**src/rtl/screen_sequencer.sv**
```systemverilog
// rtl/screen_sequencer.sv - frame-aligned start/game/end screen sequencer with 16-level fade
`timescale 1ns/1ps
module screen_sequencer #(
    parameter int FADE_FRAMES_PER_STEP = 1,
    parameter int END_HOLD_FRAMES      = 120
) (
    input  logic       clk40,
    input  logic       rst,
    input  logic       vblnk,
    input  logic       start,
    input  logic       restart,
    input  logic       end_game,
    output logic [1:0] screen_sel,
    output logic [3:0] fade,
    output logic       game_hold,
    output logic       frame_tick,
    output logic       busy
);
    typedef enum logic [2:0] {
        S_START    = 3'd0,
        S_GAME     = 3'd1,
        S_END      = 3'd2,
        S_FADE_OUT = 3'd3,
        S_FADE_IN  = 3'd4
    } state_t;

    localparam logic [3:0] STEP_LAST = 4'(FADE_FRAMES_PER_STEP - 1);
    localparam logic [7:0] HOLD_MAX  = 8'(END_HOLD_FRAMES);

    state_t     state, state_n, target, target_n;
    logic       vblnk_d, frame_edge, step_edge, restart_ok;
    logic       start_p, start_p_n, end_p, end_p_n, restart_p, restart_p_n;
    logic [3:0] step_cnt, step_cnt_n, fade_n;
    logic [7:0] hold_cnt, hold_cnt_n;
    logic [1:0] sel_n;

    function automatic logic [1:0] sel_of(input state_t s);
        case (s)
            S_GAME:  sel_of = 2'b01;
            S_END:   sel_of = 2'b11;
            default: sel_of = 2'b00;
        endcase
    endfunction

    assign frame_edge = vblnk & ~vblnk_d;
    assign step_edge  = frame_edge && (step_cnt == STEP_LAST);
    assign restart_ok = (hold_cnt == HOLD_MAX);

    always_comb begin
        state_n     = state;
        target_n    = target;
        sel_n       = screen_sel;
        fade_n      = fade;
        start_p_n   = 1'b0;
        end_p_n     = 1'b0;
        restart_p_n = 1'b0;
        step_cnt_n  = 4'd0;
        hold_cnt_n  = 8'd0;
        case (state)
            S_START: begin
                // An edge consumes the pending flag but keeps a request arriving in that same cycle
                start_p_n = frame_edge ? start : (start_p | start);
                if (frame_edge && start_p) begin
                    target_n = S_GAME;
                    state_n  = S_FADE_OUT;
                end
            end
            S_GAME: begin
                end_p_n = frame_edge ? end_game : (end_p | end_game);
                if (frame_edge && end_p) begin
                    target_n = S_END;
                    state_n  = S_FADE_OUT;
                end
            end
            S_END: begin
                restart_p_n = frame_edge ? (restart & restart_ok)
                                         : (restart_p | (restart & restart_ok));
                hold_cnt_n  = hold_cnt;
                if (frame_edge) begin
                    if (!restart_ok)
                        hold_cnt_n = hold_cnt + 8'd1;
                    if (restart_p) begin
                        target_n = S_START;
                        state_n  = S_FADE_OUT;
                    end
                end
            end
            S_FADE_OUT: begin
                step_cnt_n = step_cnt;
                if (frame_edge)
                    step_cnt_n = step_edge ? 4'd0 : step_cnt + 4'd1;
                if (step_edge) begin
                    if (fade == 4'd0) begin
                        sel_n   = sel_of(target);
                        state_n = S_FADE_IN;
                    end else begin
                        fade_n = fade - 4'd1;
                    end
                end
            end
            S_FADE_IN: begin
                step_cnt_n = step_cnt;
                if (frame_edge)
                    step_cnt_n = step_edge ? 4'd0 : step_cnt + 4'd1;
                if (step_edge) begin
                    fade_n = (fade == 4'hF) ? 4'hF : fade + 4'd1;
                    if (fade_n == 4'hF)
                        state_n = target;
                end
            end
            default: begin
                state_n  = S_START;
                target_n = S_START;
                sel_n    = 2'b00;
                fade_n   = 4'hF;
            end
        endcase
    end

    always_ff @(posedge clk40 or posedge rst) begin
        if (rst) begin
            state      <= S_START;
            target     <= S_START;
            vblnk_d    <= 1'b1;
            start_p    <= 1'b0;
            end_p      <= 1'b0;
            restart_p  <= 1'b0;
            step_cnt   <= 4'd0;
            hold_cnt   <= 8'd0;
            screen_sel <= 2'b00;
            fade       <= 4'hF;
            game_hold  <= 1'b1;
            frame_tick <= 1'b0;
            busy       <= 1'b0;
        end else begin
            state      <= state_n;
            target     <= target_n;
            vblnk_d    <= vblnk;
            start_p    <= start_p_n;
            end_p      <= end_p_n;
            restart_p  <= restart_p_n;
            step_cnt   <= step_cnt_n;
            hold_cnt   <= hold_cnt_n;
            screen_sel <= sel_n;
            fade       <= fade_n;
            game_hold  <= (state_n != S_GAME);
            frame_tick <= frame_edge;
            busy       <= (state_n == S_FADE_OUT) || (state_n == S_FADE_IN);
        end
    end
endmodule

```
**config.mk**
```make
export PLATFORM = sky130hd
export DESIGN_NAME = screen_sequencer
export DESIGN_NICKNAME = d
export VERILOG_FILES = /design/src/rtl/screen_sequencer.sv
export SDC_FILE = /design/constraint.sdc
export NUM_CORES = 1
export LEC_CHECK = 0
export BUFFER_PORTS_ARGS = -buffer_cell sky130_fd_sc_hd__buf_2
export CAP_MARGIN = 0
export CORE_ASPECT_RATIO = 0.6
export CORE_MARGIN = 2
export CORE_UTILIZATION = 35
export CTS_CLUSTER_SIZE = 12
export DETAILED_ROUTE_END_ITERATION = 10
export SLEW_MARGIN = 20
export SYNTH_ARGS = -nofsm -noshare
export SYNTH_HDL_FRONTEND = slang
export SYNTH_SLANG_ARGS = --single-unit
```
**constraint.sdc**
```tcl
create_clock -name clk40 -period 4.95 [get_ports clk40]
set_input_delay 0.2475 -clock clk40 [delete_from_list [all_inputs] [get_ports clk40]]
set_output_delay 0.2475 -clock clk40 [all_outputs]
set_load 0.03 [all_outputs]
```
==> results.md, run 1 <==
- Cells on worst reg2reg path: 7
- Routed vias: 1,309
- CTS tree: built
- Layout Cells excl Fill: 250
- WS Path Type: flip-flop to flip-flop
- Layout cells sized above 1: 22.46%
- Clock sinks: 30
- Antenna violations before repair: 0
- CP max stage delay: 0.60 ns
- Crit path required time: 5.12 ns
- Hold Path Class: input pin to async pin
- Final net count: 200
- Max-Cap Viols: 0
- DR vias/cell: 5.236
- Antenna cells: 0
- Post-DP HPWL: 2557 um
- Sequential fraction of the synthesis area: 44.36%
- PostCTS Resize Cnt: 0
- EDFF count, synth: 0
- R2R Path Start: fade[0]
- Most frequent cell after synthesis: dfrtp_1
- Post-CTS Setup Bufs: 0
- Tmin final: 2.231 ns
- Ys async rst share: 100.0%
- Distinct cells, synth: 53
- Placed cell count: 242
- R2R setup slack: 2.72 ns
- Reg clk slew, reported paths: 0.07 ns
- Setup violators final: 0
- Wire per inst: 13.96 um
- Worst Tran Pin Value: 0.4792 ns
- Clock Tree Buf Depth: 2
- Rows: 19
- Final hold violation count: 0
- Period utilization: 45.07%
- Clock skew: 0.007487 ns
- Global-route wire length before repair: 6168 um
- GP Congestion: 0.7882
- PD cells: 465.8 mW/mm2
- CP cell instances: inv_1 -> ha_1 -> nor2b_1 -> maj3_1 -> nand4_1 -> o221ai_2 -> mux2_4
- # hold bufs at CTS: 0
- Area grow syn2layout: 13.91%
- Syn avg cell area: 10.05 um2
- DRC Markers: 0
- Leak pwr: 0.8392 nW
- I/O Buffers: 14
- Starting Density: 36.87%
- DRT iter0 DRCs: 108
- Number of nets still failing antenna checks after routing: 0
- Htree depth: 2
- Fmax: 448.2 MHz
- Setup TNS Final: 0 ns
- Worst skew pair latency: 0.28 ns
- CP Max Fanout: 8
- Die Y: 58.13 um
- Max Slew Vio Count: 0
- Slew headroom: 68.05%
- Post-Syn Instances: 170
- Die width: 94.22 um
- Number of I/O pins: 15
- Vias in the first global route: 1,258
- Number of synthesized register bits: 30
- Core ar.: 0.004636 mm2
- Post-synth top area cell: dfrtp_1
- Drt pass-1 iters: 4
- DRT Wirelength: 3490 um
- Largest net degree at the start of global routing: 31
- Gr usage total: 14.81%
- CTS Root Cell: clkbuf_8
- Synth top area share: 35.14%
- Synthesis Warnings: 0
- GRT Residual Overflow: 0
- Syn Nets: 184
- Synth top area cells: dfrtp_1 (35%), dfstp_2 (9.2%), ha_1 (5.9%)
- TritonCTS Buffers: 5
- RSZ-0062 raised after global routing: false
- Worst Path Arrival: 2.40 ns
- VDD IR max: 125.6 uV
- Worst setup path startpoint: fade[0]
- Ys flop type: dfrtp_1
- Status: complete, no violations
- Crit Reg-Reg Endpoint: busy
- Die area: 0.005477 mm2
- Slowest CP cell: dfstp_2
- Synth cell count leaders: dfrtp_1 (24), nor2_1 (15), inv_1 (13)
- Mapped Area: 0.001709 mm2
- Startpoint types: flip-flop
- Critical Path End: busy
- CP Capture Type: flip-flop
[power breakdown]
| part | internal [mW] | switching [mW] |
|---|---|---|
| Clock | 0.164 | 0.0923 |
| Combinational | 0.117 | 0.174 |
| Sequential | 0.298 | 0.0614 |
[worst max-delay path: cells and delay by family (launching register included)]
| kind | cells | cell delay [ns] |
|---|---|---|
| simple gates | 2 | 0.29 |
| buf+inv | 1 | 0.08 |
| compound gates | 1 | 0.14 |
| flops | 1 | 0.60 |
| fa+ha+maj | 2 | 0.69 |
| mux | 1 | 0.32 |
[worst min path at each step]
stage | cells past startpoint | endpoint | start
finish | 3 | hold_cnt[5] | rst
floorplan | 0 | vblnk_d | vblnk
CTS | 3 | frame_tick | rst
global route | 3 | hold_cnt[6] | rst
detailed placement | 3 | frame_tick | rst
global placement | 3 | hold_cnt[6] | rst
[state kept, by name, indices dropped and copies added, names as in the netlist, 2 cells and up]
| signal | cells |
|---|---|
| state | 3 |
| fade | 4 |
| screen_sel | 2 |
| target | 2 |
| step_cnt | 4 |
| hold_cnt | 8 |
[area by class of cell]
type	instances	area (um2)
clock buffer	7	86.33
timing repair buffer	15	77.57
clock inverter	1	30.03
inverter	14	52.55
tap	63	78.83
sequential	30	758.2
multi-input combinational	120	863.3
fill	453	2689
[per-layer routing]
| layer | vias to the layer above | routed length (um) | track usage, % |
|---|---|---|---|
| met4 | 0 | 56 | 6.418 |
| met2 | 21 | 1265 | 18.27 |
| met1 | 628 | 2014 | 23.04 |
| li1 | 653 | - | - |
| met5 | - | 0 | 0 |
| met3 | 7 | 154 | 4.681 |
[logic make-up after synthesis]
logic type | Yosys count | share of synthesized area (%)
AOI/OAI and AO/OA | 44 | 18.96
xor gates and xnor gates | 6 | 3.075
adders and majority gates | 9 | 6.442
buffers and inverters | 20 | 5.124
DFF | 30 | 44.36
muxes | 3 | 2.196
and+or+nand+nor | 58 | 19.84
[metrics by stage]
step	hold slack (ns)	cell area (um2)	utilization (%)	total power, mW	worst slack (ns)
after floorplan	0.2520	1709	-	0.5850	2.697
after global placement	0.3424	1831	39.49	0.6560	2.756
after detailed placement	0.3472	1831	39.49	0.6547	2.726
after CTS	0.03728	1947	42.00	0.9149	2.716
after global routing	0.05788	1947	42.00	0.9700	2.605
final	0.02429	1947	42.00	0.9069	2.719
[placed cells by master, fill, tap and decap left out, types with 2 or more instances in the layout]
cell,instances
nor4_1,2
mux2_2,2
dfrtp_1,24
nand2b_1,2
nor2_1,15
or3_1,3
inv_1,13
a21oi_1,10
nor3_1,4
nand3_1,5
nor2b_1,5
nand4_1,4
a41o_1,2
ha_1,8
clkbuf_8,6
xnor2_1,2
dfstp_2,6
a31oi_1,5
nand2_1,10
xor2_1,4
buf_2,14
o21ai_0,6
a22oi_1,3
Power figures use the tool's default switching activity.
==> run 2, diff against run 1 <==
==> constraint.sdc (replaced) <==
create_clock -name clk40 -period 1.8 [get_ports clk40]
set_input_delay 0.09 -clock clk40 [delete_from_list [all_inputs] [get_ports clk40]]
set_output_delay 0.09 -clock clk40 [all_outputs]
set_load 0.03 [all_outputs]
==> run 2 against run 1 <==
Effect of this change: the run now ends with setup timing left; die area did not move; final cell count up 12%; first-iteration DRC count increased by 17%; global-route usage rose by 1.7 points; wire length grew 17%; maximum frequency up 11%; total power grew to 3.1 times the previous value; clock power rose by 110%; cell area grew 17%; clock skew is essentially flat; sequential cell count is the same; setup slack got worse by 2.9 ns; highest routed layer unchanged; critical endpoint unchanged.
==> results.md, run 2 (synthesis gave the netlist of run 1 again) <==
- Status: complete, but fails checks
- Violated checks: setup timing
- Number of nets still failing antenna checks after routing: 0
- DRT iter0 DRCs: 126
- Commonest cells after routing, fill and taps aside: buf_4 (27), dfrtp_1 (24), nor2_1 (15), buf_2 (14), inv_1 (11)
- Hold path start: restart
- R2R setup slack: -0.20 ns
- Period utilization: 111.4%
- Layout Cells excl Fill: 280
- Wire per inst: 14.63 um
- Fmax: 498.8 MHz
- Htree depth: 2
- Drt pass-1 iters: 4
- Max FFs per register: 8
- Vias in the first global route: 1,380
- Area grow syn2layout: 33.75%
- Final net count: 230
- GRT Residual Overflow: 0
- Hold Slack: 0.06977 ns
- Crit path required time: 1.97 ns
- RSZ-0062 raised after global routing: true
- Rows: 19
- Post-place instance area: 0.002013 mm2
- Worst Tran Pin Value: 0.4497 ns
- CP Capture Type: flip-flop
- Hold Path Class: input pin to flip-flop
- Layout cells sized above 1: 40.09%
- Max-Cap Viols: 0
- Top Registers: hold_cnt x8, fade x4, step_cnt x4
- DRT Wirelength: 4097 um
- Post-DP HPWL: 2865 um
- Clock sinks: 30
- PD cells: 1231 mW/mm2
- Startpoint types: flip-flop
- CP Max Fanout: 4
- Leak pwr: 1.009 nW
- Clock skew: 0.007026 ns
- Fin area: 0.002286 mm2
- Commonest non-fill, non-tap cell in the layout: buf_4
- Gr usage total: 16.54%
- Die width: 94.22 um
- CTS tree: built
- VDD IR max: 488.2 uV
- Worst Path Arrival: 2.17 ns
- Tmin final: 2.005 ns
- Largest net degree at the start of global routing: 31
- Slew headroom: 70.02%
- Max Slew Vio Count: 0
- R2R Path Start: fade[0]
- WS Path Type: flip-flop to flip-flop
- Cells on worst reg2reg path: 8
- Die Y: 58.13 um
- Endpoint, Worst Hold: restart_p
- Die area: 0.005477 mm2
- Starting Density: 36.87%
- I/O Buffers: 14
- Number of I/O pins: 15
- Clock Tree Buf Depth: 2
- Routed vias: 1,444
- Crit Reg-Reg Endpoint: busy
- Antenna cells: 0
- GP Congestion: 0.8225
- Antenna violations before repair: 0
- Reg clk slew, reported paths: 0.07 ns
- Dpl ws: -0.1594 ns
- Largest reg by FF count: hold_cnt
- Global-route wire length before repair: 6872 um
- CTS Root Cell: clkbuf_8
- Final hold violation count: 0
- DRC Markers: 0
- TritonCTS Buffers: 5
- Cell depth of the worst hold path: 3
- Placed cell count: 263
- Worst Slack Setup Final: -0.2050 ns
- Setup violators final: 13
- Worst skew pair latency: 0.28 ns
- Core ar.: 0.004636 mm2
- DR vias/cell: 5.157
- Final core occ: 49.31%
[run 2: cell count changes in the layout (fill, tap and decap cells not counted), moves of 2 or more]
cell,previous run,this run
buf_4,1,27
inv_1,13,11
ha_1,8,6
buf_6,0,2
dlygate4sd3_1,0,2
ha_4,0,2
[run 2: critical path: stages (launching register included)]
cell	delay, ns
dfstp_2	0.37
inv_2	0.08
buf_6	0.10
ha_4	0.11
or3b_4	0.41
nor3_4	0.23
o21a_2	0.17
o221ai_2	0.10
mux2_4	0.31
[run 2: power breakdown]
group	leakage, nW	switching (mW)	internal [mW]	total, mW
clock network	0.0441	0.270	0.271	0.541
logic	0.573	0.679	0.622	1.30
registers	0.392	0.154	0.817	0.972
total	1.01	1.10	1.71	2.81
[run 2: repair_timing]
action / in CTS / in global routing
endpoints found under the setup margin: 13 / 15
endpoints found under the hold margin: 25 / 0
hold buffers: 2 / 0
buffers inserted: 3 / 6
gates resized for setup: 10 / 8
pin swaps: 4 / 14
[run 2: worst max-delay path by stage]
| stage | end | depth (start not counted) | slack [ns] | from |
|---|---|---|---|---|
| after floorplan | busy | 7 | -0.38 | fade[0] |
| after global placement | busy | 7 | -0.14 | fade[1] |
| after detailed placement | busy | 7 | -0.16 | fade[1] |
| after CTS | busy | 8 | -0.17 | fade[1] |
| after global routing | busy | 8 | -0.27 | fade[0] |
| final | busy | 8 | -0.20 | fade[0] |
[run 2: stage by stage]
step | power [mW] | setup TNS [ns]
final | 2.815 | -1.115
after global routing | 2.992 | -1.844
after CTS | 2.724 | -0.5195
after detailed placement | 2.048 | -0.6418
after global placement | 2.048 | -0.5507
after floorplan | 1.677 | -0.7611
[run 2: routing by layer]
metal	vias up	global-route usage (%)	share of wire (%)
met4	0	3.727	0.83
met5	-	0	0
met2	37	22.45	41
met3	6	4.681	6.1
met1	690	25.86	52
li1	711	-	-
[run 2: final cells by class]
| class | instances | area, um2 |
|---|---|---|
| clock buffer | 5 | 68.82 |
| inverter | 14 | 55.05 |
| fill | 421 | 2350 |
| multi-input combinational | 120 | 988.4 |
| clock inverter | 3 | 21.27 |
| timing repair buffer | 45 | 315.3 |
| sequential | 30 | 758.2 |
| tap | 63 | 78.83 |
==> run 3, diff against run 2 <==
--- a/config.mk
+++ b/config.mk
@@ -12,6 +12,7 @@
 export CORE_UTILIZATION = 35
 export CTS_CLUSTER_SIZE = 12
 export DETAILED_ROUTE_END_ITERATION = 10
+export MAX_ROUTING_LAYER = met4
 export SLEW_MARGIN = 20
 export SYNTH_ARGS = -nofsm -noshare
 export SYNTH_HDL_FRONTEND = slang
==> run 3 against run 2 <==
Effect of this change: the run still ends with setup timing left; clock power decreased by 0.7%; clock-buffer cell count unchanged; register-to-register slack about the same; via count increased by 1.1%; sequential share of layout area unchanged; sequential power about the same; core utilization unchanged; non-clock buffer count unchanged; maximum frequency increased by 0.49%; combinational power about the same; worst hold slack improved by 0.00069 ns; setup slack improved by 0.0098 ns; largest cell class unchanged.
==> results.md, run 3 (synthesis gave the netlist of run 1 again) <==
- Status: complete, but fails checks
- Violated checks: setup timing
- Clock sinks: 30
- Routed vias: 1,460
- Final hold violation count: 0
- DRC Markers: 0
- Worst Tran Pin Value: 0.4458 ns
- Die area: 0.005477 mm2
- Vias in the first global route: 1,377
- Max-Cap Viols: 0
- CP max stage delay: 0.41 ns
- Leak pwr: 1.009 nW
- DR vias/cell: 5.214
- Placed cell count: 263
- Met2 routed WL: 1661 um
- Multi-input logic area: 988.4 um2
- Largest net degree at the start of global routing: 31
- FF/Latch Area: 758.2 um2
- Core ar.: 0.004636 mm2
- Final core occ: 49.31%
- Reg clk slew, reported paths: 0.07 ns
- Max FFs per register: 8
- Layout Cells excl Fill: 280
- Setup violators final: 13
- Number of nets still failing antenna checks after routing: 0
- DRT iter0 DRCs: 115
- CTS tree: built
- Antenna cells: 0
- CTS Root Cell: clkbuf_8
- Highest Signal Layer: met4
- Worst Slack Setup Final: -0.1951 ns
- WS Path Type: flip-flop to flip-flop
- Worst Path Arrival: 2.16 ns
- Largest reg by FF count: hold_cnt
- Fmax: 501.2 MHz
- CP Capture Type: flip-flop
- Clock Tree Buf Depth: 2
- CP Max Fanout: 4
- Hold Path Class: input pin to flip-flop
- CP cell instances: inv_2 -> buf_6 -> ha_4 -> or3b_4 -> nor3_4 -> o21a_2 -> o221ai_2 -> mux2_4
- Tmin final: 1.995 ns
- Worst skew pair latency: 0.28 ns
- Clock skew: 0.004836 ns
- Rows: 19
- Drt pass-1 iters: 4
- GP Congestion: 0.8349
- Startpoint types: flip-flop
- Crit path required time: 1.97 ns
- Max Slew Vio Count: 0
- Slew headroom: 70.28%
- RSZ-0062 raised after global routing: true
- Post-DP HPWL: 2865 um
- Area grow syn2layout: 33.75%
- Final net count: 230
- Slowest CP cell: or3b_4
- Htree depth: 2
- Top Registers: hold_cnt x8, fade x4, step_cnt x4
- Met3 wire length: 206 um
- Commonest cells after routing, fill and taps aside: buf_4 (27), dfrtp_1 (24), nor2_1 (15), buf_2 (14), inv_1 (11)
- Hold Slack: 0.07046 ns
- I/O Buffers: 14
- Die Y: 58.13 um
- Gr usage total: 17.09%
- PD cells: 1228 mW/mm2
- Met1 Wirelength: 2204 um
- Antenna violations before repair: 0
- Die width: 94.22 um
- Commonest non-fill, non-tap cell in the layout: buf_4
- Period utilization: 110.8%
- DRT Wirelength: 4083 um
- Starting Density: 36.87%
- VDD IR max: 492.2 uV
- Wire per inst: 14.58 um
- Number of I/O pins: 15
- Layout fillers: 421
- GRT Residual Overflow: 0
- Global-route wire length before repair: 6879 um
- Layout cells sized above 1: 40.09%
- TritonCTS Buffers: 5
[run 3: layout make-up]
type	instances	share of cell area [%]
clock inverter	3	0.9305
tap	63	3.448
timing repair buffer	45	13.79
sequential	30	33.17
inverter	14	2.408
multi-input combinational	120	43.24
clock buffer	5	3.010
[run 3: power by group]
group | total (mW) | internal, mW | switching (mW)
Combinational | 1.30 | 0.622 | 0.678
Sequential | 0.970 | 0.818 | 0.152
Clock | 0.537 | 0.271 | 0.266
Total | 2.81 | 1.71 | 1.10
[run 3: critical path, delay by kind of cell, from the launching register on]
family,cells,cell delay (ns)
DFF,1,0.37
buffers and inverters,2,0.18
adders and majority gates,1,0.11
and+or+nand+nor,2,0.64
AOI/OAI and AO/OA,2,0.26
muxes,1,0.31
[run 3: repair_timing]
item | 4_1_cts | 5_1_grt
hold endpoints to repair | 25 | 0
endpoints found under the setup margin | 13 | 15
hold buffers | 2 | 0
pin swaps | 4 | 14
gates resized for setup | 10 | 8
buffers inserted | 3 | 6
[run 3: metrics by stage]
stage / TNS, ns / total power, mW / cell area [um2] / setup WS [ns]
6_report: -1.125 / 2.808 / 2286 / -0.1951
5_1_grt: -1.829 / 2.985 / 2286 / -0.2575
4_1_cts: -0.5195 / 2.724 / 2208 / -0.1657
3_5_place_dp: -0.6418 / 2.048 / 2013 / -0.1594
3_3_place_gp: -0.5507 / 2.048 / 2013 / -0.1437
2_1_floorplan: -0.7611 / 1.677 / 1734 / -0.3760
[run 3: layer usage]
| layer | up-vias | global-route usage (%) |
|---|---|---|
| li1 | 710 | - |
| met1 | 712 | 25.95 |
| met3 | 2 | 4.681 |
| met4 | 0 | 3.727 |
| met5 | - | - |
| met2 | 36 | 22.45 |
[run 3: final timing paths]
| check | startpoint | slack (ns) | cells after the start | to |
|---|---|---|---|---|
| worst max register to register | fade[0] | -0.20 | 8 | busy |
| min in group asynchronous | rst | 0.43 | 4 | screen_sel[1] |
| worst min-delay path | restart | 0.07 | 3 | restart_p |
| worst max-delay path | fade[0] | -0.20 | 8 | busy |
| max in group asynchronous | rst | 1.05 | 4 | fade[3] |
| worst min register to register | screen_sel[0] | 0.49 | 2 | screen_sel[0] |
